==> config.mk <==
export PLATFORM = sky130hd
export DESIGN_NAME = usb2_ulpi_phy
export DESIGN_NICKNAME = d
export VERILOG_FILES = /design/src/rtl/usb2_ulpi_phy.sv
export SDC_FILE = /design/constraint.sdc
export NUM_CORES = 1
export LEC_CHECK = 0
export CORE_MARGIN = 2
export CORE_UTILIZATION = 49
export CTS_CLUSTER_SIZE = 10
export DETAILED_ROUTE_END_ITERATION = 16
export PLACE_DENSITY = 0.73
export SLEW_MARGIN = 15
export SYNTH_ARGS = -nofsm -noshare
export SYNTH_HDL_FRONTEND = slang
export SYNTH_SLANG_ARGS = --single-unit
export TNS_END_PERCENT = 1
==> constraint.sdc <==
create_clock -name phy_clk -period 2.23 [get_ports phy_clk]
set_clock_uncertainty 0.1 [all_clocks]
set_input_delay 0.3345 -clock phy_clk [delete_from_list [all_inputs] [get_ports phy_clk]]
set_output_delay 0.3345 -clock phy_clk [all_outputs]
set_load 0.1 [all_outputs]
==> src/rtl/usb2_ulpi_phy.sv <==
// usb2_ulpi_phy: PHY-side ULPI responder facing the link.
// Serves registers, captures transmits, injects RX_CMDs and packets.
module usb2_ulpi_phy #(
    parameter logic [15:0] VENDOR_ID    = 16'h0424,
    parameter logic [15:0] PRODUCT_ID   = 16'h0009,
    parameter int unsigned RESET_CYCLES = 32
) (
    input  logic       phy_clk,
    input  logic       reset,
    input  logic [7:0] phy_d_in,
    output logic [7:0] phy_d_out,
    output logic       phy_dir,
    output logic       phy_nxt,
    input  logic       phy_stp,
    input  logic [1:0] line_state,
    input  logic [1:0] vbus_state,
    input  logic       id_gnd,
    input  logic       rx_valid,
    input  logic [7:0] rx_byte,
    input  logic       rx_last,
    output logic       rx_ready,
    output logic [3:0] tx_pid,
    output logic [7:0] tx_byte,
    output logic       tx_strobe,
    output logic       tx_eop,
    output logic       tx_abort,
    output logic [7:0] reg_func_ctrl,
    output logic [7:0] reg_otg_ctrl
);

    typedef enum logic [3:0] {
        IDLE, CMD_ACK, EXT_WAIT, REGW_DATA, REGW_STP,
        REGR_TA, REGR_DATA, TX_DATA, EV_TA, EV_CMD,
        RX_TA, RX_XFER, RX_LAST, RX_EOP, RST_HOLD, RST_GAP
    } state_t;

    state_t      state_q, state_d;
    logic        dir_q, dir_d, nxt_q, nxt_d;
    logic [7:0]  dout_q, dout_d;
    logic        rdy_q, rdy_d, stb_q, stb_d;
    logic        eop_q, eop_d, abt_q, abt_d;
    logic [7:0]  txb_q, txb_d;
    logic [3:0]  pid_q, pid_d;
    logic [7:0]  func_q, func_d, iface_q, iface_d, otg_q, otg_d;
    logic [3:0]  last_q, last_d;
    logic [7:0]  cmd_q, cmd_d, wdata_q, wdata_d;
    logic [15:0] cnt_q, cnt_d;
    logic [7:0]  rd_val, wr_val, ev_cmd, act_cmd;

    assign ev_cmd  = {1'b0, id_gnd, 2'b00, vbus_state, line_state};
    assign act_cmd = {1'b0, id_gnd, 2'b01, vbus_state, line_state};

    // Set/clear aliases read back the base register value
    always_comb begin
        unique case (cmd_q[5:0])
            6'h00:               rd_val = VENDOR_ID[7:0];
            6'h01:               rd_val = VENDOR_ID[15:8];
            6'h02:               rd_val = PRODUCT_ID[7:0];
            6'h03:               rd_val = PRODUCT_ID[15:8];
            6'h04, 6'h05, 6'h06: rd_val = func_q;
            6'h07, 6'h08, 6'h09: rd_val = iface_q;
            6'h0A, 6'h0B, 6'h0C: rd_val = otg_q;
            default:             rd_val = 8'h00;
        endcase
    end

    always_comb begin
        wr_val = wdata_q;
        unique case (cmd_q[5:0])
            6'h05, 6'h08, 6'h0B: wr_val = rd_val | wdata_q;
            6'h06, 6'h09, 6'h0C: wr_val = rd_val & ~wdata_q;
            default: ;
        endcase
    end

    always_comb begin
        state_d = state_q;
        dir_d   = 1'b0;
        nxt_d   = 1'b0;
        dout_d  = 8'h00;
        rdy_d   = 1'b0;
        stb_d   = 1'b0;
        eop_d   = 1'b0;
        abt_d   = 1'b0;
        txb_d   = txb_q;
        pid_d   = pid_q;
        func_d  = func_q;
        iface_d = iface_q;
        otg_d   = otg_q;
        last_d  = last_q;
        cmd_d   = cmd_q;
        wdata_d = wdata_q;
        cnt_d   = cnt_q;
        unique case (state_q)
            IDLE: begin
                if (phy_d_in[7:6] != 2'b00) begin
                    cmd_d = phy_d_in;
                    if (phy_d_in[7] && phy_d_in[5:0] == 6'h2F) begin
                        state_d = EXT_WAIT;
                    end else begin
                        state_d = CMD_ACK;
                        nxt_d   = 1'b1;
                        if (phy_d_in[7:6] == 2'b01) pid_d = phy_d_in[3:0];
                    end
                end else if (phy_d_in == 8'h00 && !phy_stp) begin
                    if (rx_valid) begin
                        state_d = RX_TA;
                        dir_d   = 1'b1;
                        nxt_d   = 1'b1;
                    end else if ({line_state, vbus_state} != last_q) begin
                        state_d = EV_TA;
                        dir_d   = 1'b1;
                    end
                end
            end
            EXT_WAIT: if (phy_d_in == 8'h00) state_d = IDLE;
            CMD_ACK: begin
                unique case (cmd_q[7:6])
                    2'b10: begin
                        state_d = REGW_DATA;
                        nxt_d   = 1'b1;
                    end
                    2'b11: begin
                        state_d = REGR_TA;
                        dir_d   = 1'b1;
                    end
                    default: begin
                        state_d = TX_DATA;
                        nxt_d   = 1'b1;
                    end
                endcase
            end
            REGW_DATA: begin
                wdata_d = phy_d_in;
                state_d = REGW_STP;
            end
            REGW_STP: begin
                if (phy_stp) begin
                    state_d = IDLE;
                    unique case (cmd_q[5:0])
                        6'h04, 6'h05, 6'h06: begin
                            func_d = wr_val & 8'hDF;
                            if (wr_val[5]) begin
                                state_d = RST_HOLD;
                                dir_d   = 1'b1;
                                cnt_d   = '0;
                            end
                        end
                        6'h07, 6'h08, 6'h09: iface_d = wr_val;
                        6'h0A, 6'h0B, 6'h0C: otg_d = wr_val;
                        default: ;
                    endcase
                end
            end
            REGR_TA: begin
                dir_d   = 1'b1;
                dout_d  = rd_val;
                state_d = REGR_DATA;
            end
            REGR_DATA: state_d = IDLE;
            TX_DATA: begin
                if (phy_stp) begin
                    state_d = IDLE;
                    abt_d   = (phy_d_in == 8'hFF);
                    eop_d   = (phy_d_in != 8'hFF);
                end else begin
                    nxt_d = 1'b1;
                    stb_d = 1'b1;
                    txb_d = phy_d_in;
                end
            end
            EV_TA: begin
                dir_d   = 1'b1;
                dout_d  = ev_cmd;
                last_d  = {line_state, vbus_state};
                state_d = EV_CMD;
            end
            EV_CMD: state_d = IDLE;
            RX_TA: begin
                dir_d   = 1'b1;
                dout_d  = act_cmd;
                state_d = RX_XFER;
            end
            RX_XFER: begin
                dir_d = 1'b1;
                if (rx_valid) begin
                    dout_d = rx_byte;
                    nxt_d  = 1'b1;
                    rdy_d  = 1'b1;
                    if (rx_last) state_d = RX_LAST;
                end else begin
                    dout_d = act_cmd;
                end
            end
            RX_LAST: begin
                dir_d   = 1'b1;
                dout_d  = ev_cmd;
                state_d = RX_EOP;
            end
            RX_EOP: state_d = IDLE;
            RST_HOLD: begin
                if (cnt_q == 16'(RESET_CYCLES - 1)) begin
                    state_d = RST_GAP;
                end else begin
                    dir_d = 1'b1;
                    cnt_d = cnt_q + 16'd1;
                end
            end
            RST_GAP: begin
                state_d = EV_TA;
                dir_d   = 1'b1;
            end
            default: state_d = IDLE;
        endcase
    end

    always_ff @(posedge phy_clk) begin
        if (reset) begin
            state_q <= IDLE;
            dir_q   <= 1'b0;
            nxt_q   <= 1'b0;
            dout_q  <= 8'h00;
            rdy_q   <= 1'b0;
            stb_q   <= 1'b0;
            eop_q   <= 1'b0;
            abt_q   <= 1'b0;
            txb_q   <= 8'h00;
            pid_q   <= 4'h0;
            func_q  <= 8'h41;
            iface_q <= 8'h00;
            otg_q   <= 8'h06;
            last_q  <= {line_state, vbus_state};
            cmd_q   <= 8'h00;
            wdata_q <= 8'h00;
            cnt_q   <= 16'h0;
        end else begin
            state_q <= state_d;
            dir_q   <= dir_d;
            nxt_q   <= nxt_d;
            dout_q  <= dout_d;
            rdy_q   <= rdy_d;
            stb_q   <= stb_d;
            eop_q   <= eop_d;
            abt_q   <= abt_d;
            txb_q   <= txb_d;
            pid_q   <= pid_d;
            func_q  <= func_d;
            iface_q <= iface_d;
            otg_q   <= otg_d;
            last_q  <= last_d;
            cmd_q   <= cmd_d;
            wdata_q <= wdata_d;
            cnt_q   <= cnt_d;
        end
    end

    assign phy_d_out     = dout_q;
    assign phy_dir       = dir_q;
    assign phy_nxt       = nxt_q;
    assign rx_ready      = rdy_q;
    assign tx_pid        = pid_q;
    assign tx_byte       = txb_q;
    assign tx_strobe     = stb_q;
    assign tx_eop        = eop_q;
    assign tx_abort      = abt_q;
    assign reg_func_ctrl = func_q;
    assign reg_otg_ctrl  = otg_q;

endmodule
==> impl_results.rst, run 1 <==
.. list-table::
   :header-rows: 1

   * - Metric
     - Value
   * - Number of inserted diodes
     - 0
   * - Maximum vdd drop
     - 508 uV
   * - Largest driver fanout on the critical path
     - 29
   * - Proportion of synthesized flip-flops having asynchronous set or reset
     - 0
   * - Final worst-path cycle share
     - 1.03
   * - P per Cell Area
     - 864 nW/um^2
   * - Height of the die
     - 98.0 um
   * - RSZ-0062 raised after global routing
     - yes
   * - Global-route wire length before repair
     - 20.1 mm
   * - Placed instance count
     - 735
   * - Routed WL per cell
     - 16.4 um
   * - Post-synthesis area per instance
     - 8.21 um^2
   * - Cell area after technology mapping
     - 4330 um^2
   * - TritonCTS Buffers
     - 9
   * - Total of buffers placed on input and output ports
     - 66
   * - Count of vias placed by the detailed router
     - 4461
   * - Total congestion overflow
     - 0
   * - Routed wire length
     - 12.4 mm
   * - Critical Path Source Type
     - flop
   * - Critical path data required time
     - 2430 ps
   * - Die Outline Area
     - 9600 um^2
   * - Data arrival time of the critical path
     - 2490 ps
   * - Number of antenna violations at the first check in global routing
     - 0
   * - CTS tree
     - yes
   * - Routed vias/inst
     - 5.90
   * - Overall power consumption
     - 4.97 mW
   * - Hold buffers post-CTS
     - 0
   * - Post-synthesis cell type count
     - 66
   * - Clock sink total
     - 89
   * - Worst Hold Slack
     - 260 ps
   * - Violated checks
     - negative setup slack
   * - Slew of the pin with the lowest slew margin
     - 588 ps
   * - Post-route setup TNS
     - -70.7 ps
   * - Outcome
     - finished, violations left
   * - Number of warnings issued by yosys
     - 0
   * - Post-route insts no fill
     - 756
   * - Number of I/O pins
     - 68
   * - Aggregate global-route resource usage
     - 0.254
   * - Number of global-route vias before repair
     - 3963
   * - Worst-skew pair later-pin latency
     - 360 ps
   * - Routability Congestion
     - 0.853
   * - Fraction of final layout cells sized beyond drive strength 1
     - 0.253
   * - Hold/Removal Path Class
     - in -> reg
   * - Die X-Extent
     - 98.0 um
   * - Placement Cell Area
     - 5420 um^2
   * - Cells after synthesis
     - 527
   * - Worst path setup slack after routing
     - -56.9 ps
   * - Number of remaining DRC errors
     - 0
   * - Relative slew slack
     - 0.606
   * - Maximum number of pins on one net before global-route repair
     - 45
   * - Worst-path clk slew
     - 100 ps
   * - Area growth syn-to-layout
     - 33.0%
   * - Setup violations, final
     - 2
   * - Initial cell density of the core
     - 0.501
   * - Critical Path End Type
     - flop
   * - Crit path kind
     - reg -> reg
   * - Number of standard-cell rows in the floorplan
     - 34
   * - Number of nets in the synthesized netlist
     - 554
   * - Number of nets with antenna violations after detailed routing
     - 0
   * - Count of nets after finishing
     - 670
   * - HPWL after DPL
     - 9.07 mm
   * - Cell leakage power
     - 2.26 nW
   * - Clk Tree Root Cell
     - sky130_fd_sc_hd__clkbuf_8
   * - Maximum buffer depth of the clock tree
     - 2
   * - Total count of hold-check failures in the final report
     - 0
   * - Leading register cell type out of synthesis
     - sky130_fd_sc_hd__dfxtp_1
   * - Design Area, Final
     - 5760 um^2
   * - Max Clock Freq
     - 437 MHz
   * - Number of enable flip-flop cells after synthesis
     - 4
   * - Sequential fraction of the synthesis area
     - 0.421
   * - Area of the placeable core
     - 8640 um^2
   * - Fin. max-slew vios
     - 0
   * - Count of state elements after synthesis
     - 89
   * - MaxCap Viol Count
     - 0
   * - Htree depth
     - 3
   * - Min Clock Period, post-route
     - 2290 ps
   * - Starting DRC count in detailed routing
     - 353
   * - First-pass iteration count of the detailed router
     - 5
-- kinds of logic after synthesis --
family / synth area share
xor+xnor: 0.0121
compound gates: 0.238
fa+ha+maj: 0.00289
flops: 0.421
buf+inv: 0.0465
other cells: 0.000866
simple gates: 0.256
mux: 0.0231
-- per-layer routing --
layer,part of all wire,routed length (um),global-route usage
met1,0.45,5550,0.361
met2,0.47,5810,0.403
met3,0.066,822,0.0415
met4,0.016,201,0.0716
met5,0,0,0
-- cell usage after synthesis, types with 8 or more instances --
cell type | count | share of area
sky130_fd_sc_hd__a211oi_1 | 22 | 0.038
sky130_fd_sc_hd__a21oi_1 | 47 | 0.054
sky130_fd_sc_hd__a221oi_1 | 8 | 0.016
sky130_fd_sc_hd__and2_1 | 8 | 0.012
sky130_fd_sc_hd__and3_1 | 10 | 0.014
sky130_fd_sc_hd__buf_2 | 8 | 0.0093
sky130_fd_sc_hd__clkbuf_1 | 24 | 0.021
sky130_fd_sc_hd__dfxtp_1 | 85 | 0.39
sky130_fd_sc_hd__mux2i_1 | 10 | 0.023
sky130_fd_sc_hd__nand2_1 | 63 | 0.055
sky130_fd_sc_hd__nand3_1 | 10 | 0.012
sky130_fd_sc_hd__nor2_1 | 62 | 0.054
sky130_fd_sc_hd__nor3_1 | 8 | 0.0093
sky130_fd_sc_hd__o21ai_0 | 25 | 0.029
sky130_fd_sc_hd__or4_1 | 10 | 0.017
-- path summary, 6_finish.rpt --
path / from / end / slack (ps) / depth (start not counted)
worst max-delay path: cmd_q[2] / cnt_q[14] / -60 / 7
worst min-delay path: reset / wdata_q[6] / 260 / 2
worst max register to register: cmd_q[2] / cnt_q[14] / -60 / 7
worst min register to register: wdata_q[4] / wdata_q[4] / 380 / 2
-- through the flow --
| stage | utilization | worst slack [ps] |
|---|---|---|
| after floorplan | - | -105 |
| after global placement | 0.628 | -496 |
| after detailed placement | 0.628 | -580 |
| after CTS | 0.657 | -54.4 |
| after global routing | 0.666 | -115 |
| final | 0.666 | -56.9 |
-- placed cells by master, fill, tap and decap left out, types with 7 or more instances in the layout --
| cell type | Yosys | layout |
|---|---|---|
| sky130_fd_sc_hd__mux2i_1 | 10 | 10 |
| sky130_fd_sc_hd__inv_1 | 7 | 7 |
| sky130_fd_sc_hd__nor3_1 | 8 | 7 |
| sky130_fd_sc_hd__nand3_1 | 10 | 10 |
| sky130_fd_sc_hd__clkbuf_8 | 0 | 9 |
| sky130_fd_sc_hd__nand2_1 | 63 | 63 |
| sky130_fd_sc_hd__or3_1 | 7 | 7 |
| sky130_fd_sc_hd__a211oi_1 | 22 | 21 |
| sky130_fd_sc_hd__and3_1 | 10 | 10 |
| sky130_fd_sc_hd__buf_4 | 1 | 115 |
| sky130_fd_sc_hd__nor4_1 | 7 | 7 |
| sky130_fd_sc_hd__clkdlybuf4s50_1 | 0 | 17 |
| sky130_fd_sc_hd__o21ai_0 | 25 | 22 |
| sky130_fd_sc_hd__dfxtp_1 | 85 | 81 |
| sky130_fd_sc_hd__and2_1 | 8 | 8 |
| sky130_fd_sc_hd__a221oi_1 | 8 | 7 |
| sky130_fd_sc_hd__nand2b_1 | 7 | 7 |
| sky130_fd_sc_hd__nor2_1 | 62 | 62 |
| sky130_fd_sc_hd__dlymetal6s2s_1 | 0 | 7 |
| sky130_fd_sc_hd__or4_1 | 10 | 7 |
| sky130_fd_sc_hd__a21oi_1 | 47 | 43 |
| sky130_fd_sc_hd__nand4_1 | 7 | 7 |
-- flip-flops by register name, summed over array words and instances, names as in the netlist, 4 cells and up --
name / cells
cmd_q: 8
cnt_q: 16
iface_q: 8
last_q: 4
phy_d_out: 8
reg_func_ctrl: 7
reg_otg_ctrl: 8
state_q: 4
tx_byte: 8
tx_pid: 4
wdata_q: 8
-- layout make-up --
type / count / area (um^2)
Multi-Input combinational cell: 392 / 2390
Timing Repair Buffer: 143 / 1190
Sequential cell: 89 / 1830
Clock inverter: 7 / 61.3
Tap cell: 108 / 135
Clock buffer: 9 / 124
Inverter: 8 / 30.0
Fill cell: 736 / 2880
-- critical path: stages, from the launching register on --
cell                       delay [ps]
sky130_fd_sc_hd__dfxtp_4          380
sky130_fd_sc_hd__or3b_4           390
sky130_fd_sc_hd__a211oi_4         240
sky130_fd_sc_hd__a221oi_2         100
sky130_fd_sc_hd__o21a_1           210
sky130_fd_sc_hd__buf_12           160
sky130_fd_sc_hd__or4_4            480
sky130_fd_sc_hd__a21oi_2          150
-- report_power, final --
group / switching [mW] / total [mW] / internal (mW)
Sequential: 0.108 / 1.84 / 1.74
Combinational: 1.23 / 2.08 / 0.850
Clock: 0.626 / 1.05 / 0.424
Total: 1.96 / 4.97 / 3.01
-- repair_timing --
item	CTS	global route
endpoints found under the setup margin	18	38
pin swaps	3	8
setup buffers	2	3
resized for setup	14	21
Power figures use the tool's default switching activity.
==> run 2: changes to the inputs <==
Settings changed: CORE_UTILIZATION 49 to 68, DONT_BUFFER_PORTS set to 1, PLACE_DENSITY 0.73 to 0.8.
Clock period 2.23 ns to 2.9 ns, I/O delays scaled along.
==> impl_results.rst, run 2 (synthesized netlist as in run 1, its figures left out) <==
.. list-table::
   :header-rows: 1

   * - Metric
     - Value
   * - Critical Path Source Type
     - flop (unchanged)
   * - Max FFs per register
     - 16 (unchanged)
   * - Worst-skew pair later-pin latency
     - 370 ps (was 360 ps)
   * - Slowest cell on the critical path
     - sky130_fd_sc_hd__dfxtp_1 (was sky130_fd_sc_hd__or4_4)
   * - CTS tree
     - yes (unchanged)
   * - Area growth syn-to-layout
     - 9.08% (was 33.0%)
   * - Design Area, Final
     - 4720 um^2 (was 5760 um^2)
   * - Placement Cell Area
     - 4490 um^2 (was 5420 um^2)
   * - Maximum buffer depth of the clock tree
     - 2 (unchanged)
   * - Routability Congestion
     - 0.927 (was 0.853)
   * - Routed vias/inst
     - 6.60 (was 5.90)
   * - Maximum number of pins on one net before global-route repair
     - 60 (was 45)
   * - Count of vias placed by the detailed router
     - 4051 (was 4461)
   * - Number of remaining DRC errors
     - 0 (unchanged)
   * - Min-delay src
     - reset (unchanged)
   * - WP buf/inv
     - 1 (unchanged)
   * - Hold buffers post-CTS
     - 0 (unchanged)
   * - Number of nets with antenna violations after detailed routing
     - 0 (unchanged)
   * - Clock sink total
     - 89 (unchanged)
   * - Number of cell instances on the worst register-to-register path
     - 7 (unchanged)
   * - Number of inserted diodes
     - 0 (unchanged)
   * - Largest delay share family, worst path
     - compound AO/OA/AOI/OAI gates (was simple AND/OR/NAND/NOR gates)
   * - Worst-path clk slew
     - 90 ps (was 100 ps)
   * - Crit path kind
     - reg -> reg (unchanged)
   * - Critical Path End Type
     - flop (unchanged)
   * - Maximum vdd drop
     - 619 uV (was 508 uV)
   * - RSZ-0062 raised after global routing
     - no (was yes)
   * - Worst-path cell chain
     - or3b_4 > a211oi_4 > a221oi_2 > o21a_2 > buf_4 > or3_1 > a21oi_1 (was or3b_4 > a211oi_4 > a221oi_2 > o21a_1 > buf_12 > or4_4 > a21oi_2)
   * - Height of the die
     - 83.8 um (was 98.0 um)
   * - Most frequent standard cell in the layout excluding fill and tap cells
     - sky130_fd_sc_hd__dfxtp_1 (was sky130_fd_sc_hd__buf_4)
   * - Largest register by flop count
     - cnt_q (unchanged)
   * - Max Clock Freq
     - 384 MHz (was 437 MHz)
   * - Capturing point of the worst reg2reg path
     - cnt_q[2] (was cnt_q[14])
   * - Cell leakage power
     - 1.66 nW (was 2.26 nW)
   * - HPWL after DPL
     - 7.89 mm (was 9.07 mm)
   * - Fin. max-slew vios
     - 0 (unchanged)
   * - Post-route setup TNS
     - 0 ps (was -70.7 ps)
   * - R2r setup slk
     - 300 ps (was -60 ps)
   * - Aggregate global-route resource usage
     - 0.326 (was 0.254)
   * - Number of standard-cell rows in the floorplan
     - 29 (was 34)
   * - Number of fill cells
     - 478 (was 736)
   * - Htree depth
     - 3 (unchanged)
   * - Area of the placeable core
     - 6240 um^2 (was 8640 um^2)
   * - Total of buffers placed on input and output ports
     - 0 (was 66)
   * - Setup violations, final
     - 0 (was 2)
   * - Most frequent cells in the layout
     - sky130_fd_sc_hd__dfxtp_1, sky130_fd_sc_hd__nand2_1, sky130_fd_sc_hd__nor2_1, sky130_fd_sc_hd__a21oi_1, sky130_fd_sc_hd__buf_4 (was sky130_fd_sc_hd__buf_4, sky130_fd_sc_hd__dfxtp_1, sky130_fd_sc_hd__nand2_1, sky130_fd_sc_hd__nor2_1, sky130_fd_sc_hd__a21oi_1)
   * - Largest driver fanout on the critical path
     - 25 (was 29)
   * - Relative slew slack
     - 0.347 (was 0.606)
   * - Critical path data required time
     - 3110 ps (was 2430 ps)
   * - Total congestion overflow
     - 0 (unchanged)
   * - Clk Tree Root Cell
     - sky130_fd_sc_hd__clkbuf_8 (unchanged)
   * - Data arrival time of the critical path
     - 2810 ps (was 2490 ps)
   * - Final worst-path cycle share
     - 0.898 (was 1.03)
   * - Number of global-route vias before repair
     - 3776 (was 3963)
   * - Reg2Reg Launch Point
     - cmd_q[2] (unchanged)
   * - Global-route wire length before repair
     - 18.2 mm (was 20.1 mm)
   * - Biggest cell delay along the critical path
     - 540 ps (was 480 ps)
   * - Die Outline Area
     - 7020 um^2 (was 9600 um^2)
   * - Routed wire length
     - 11.4 mm (was 12.4 mm)
   * - Fraction of final layout cells sized beyond drive strength 1
     - 0.108 (was 0.253)
   * - P per Cell Area
     - 772 nW/um^2 (was 864 nW/um^2)
   * - Outcome
     - finished, final reports clean (was finished, violations left)
   * - Min Clock Period, post-route
     - 2600 ps (was 2290 ps)
   * - Initial cell density of the core
     - 0.693 (was 0.501)
   * - Count of nets after finishing
     - 559 (was 670)
   * - Die X-Extent
     - 83.8 um (was 98.0 um)
   * - Starting DRC count in detailed routing
     - 320 (was 353)
   * - Number of I/O pins
     - 68 (unchanged)
   * - Routed WL per cell
     - 18.6 um (was 16.4 um)
   * - MaxCap Viol Count
     - 0 (unchanged)
   * - Total count of hold-check failures in the final report
     - 0 (unchanged)
   * - Number of antenna violations at the first check in global routing
     - 0 (unchanged)
   * - First-pass iteration count of the detailed router
     - 5 (unchanged)
   * - TritonCTS Buffers
     - 9 (unchanged)
   * - Slew of the pin with the lowest slew margin
     - 978 ps (was 588 ps)
   * - Worst Hold End
     - wdata_q[6] (unchanged)
   * - Min-Delay Path Depth
     - 1 (was 2)
   * - Hold/Removal Path Class
     - in -> reg (unchanged)
[run 2: metal layers]
metal,vias to the layer above,global-route usage,wire length (um)
met5,-,0,0
met2,210,0.508,5200
met4,0,0.138,309
met1,1866,0.427,4710
li1,1941,-,-
met3,34,0.0920,1190
[run 2: where the power goes]
part / internal, mW / total [mW] / switching, mW
clock: 0.495 / 0.964 / 0.468
combinational: 0.413 / 1.08 / 0.667
sequential: 1.33 / 1.60 / 0.269
[run 2: repair_timing]
item,4_1_cts,5_1_grt
setup endpoints to repair,0,2
buffers inserted,0,0
resized for setup,0,1
endpoints found under the hold margin,0,0
[run 2: through the flow]
step | hold WS (ps) | std cells | util | setup slack (ps) | power, mW
final | 21.2 | 614 | 0.756 | 295 | 3.64
after global routing | 11.4 | 614 | 0.756 | 150 | 3.80
after CTS | 16.0 | 614 | 0.756 | 161 | 3.63
after detailed placement | 363 | 598 | 0.720 | 230 | 2.67
after global placement | 354 | 598 | 0.720 | 317 | 2.65
after floorplan | 350 | 527 | - | 471 | 2.44
[run 2: final cells by class]
cell class / count / area (um^2) / area share
timing repair buffer: 32 / 240 / 0.0509
multi-input combinational: 392 / 2310 / 0.488
clock buffer: 9 / 124 / 0.0262
clock inverter: 7 / 103 / 0.0217
tap: 77 / 96.3 / 0.0204
inverter: 8 / 30.0 / 0.00636
sequential: 89 / 1820 / 0.386
[run 2: worst max-delay path by stage]
stage               slack, ps  cells past startpoint         to      from
floorplan                 470                      8  cnt_q[11]  cmd_q[0]
global placement          320                      7   cnt_q[3]  cmd_q[2]
detailed placement        230                      7   cnt_q[2]  cmd_q[2]
CTS                       160                      7   cnt_q[2]  cmd_q[2]
global route              150                      7   cnt_q[2]  cmd_q[2]
finish                    300                      7   cnt_q[2]  cmd_q[2]
[run 2: worst reg2reg max path, stage by stage, from the launching register on]
cell and delay (ps):
sky130_fd_sc_hd__dfxtp_1 540, sky130_fd_sc_hd__or3b_4 440, sky130_fd_sc_hd__a211oi_4 270, sky130_fd_sc_hd__a221oi_2 110
sky130_fd_sc_hd__o21a_2 370, sky130_fd_sc_hd__buf_4 210, sky130_fd_sc_hd__or3_1 340, sky130_fd_sc_hd__a21oi_1 150
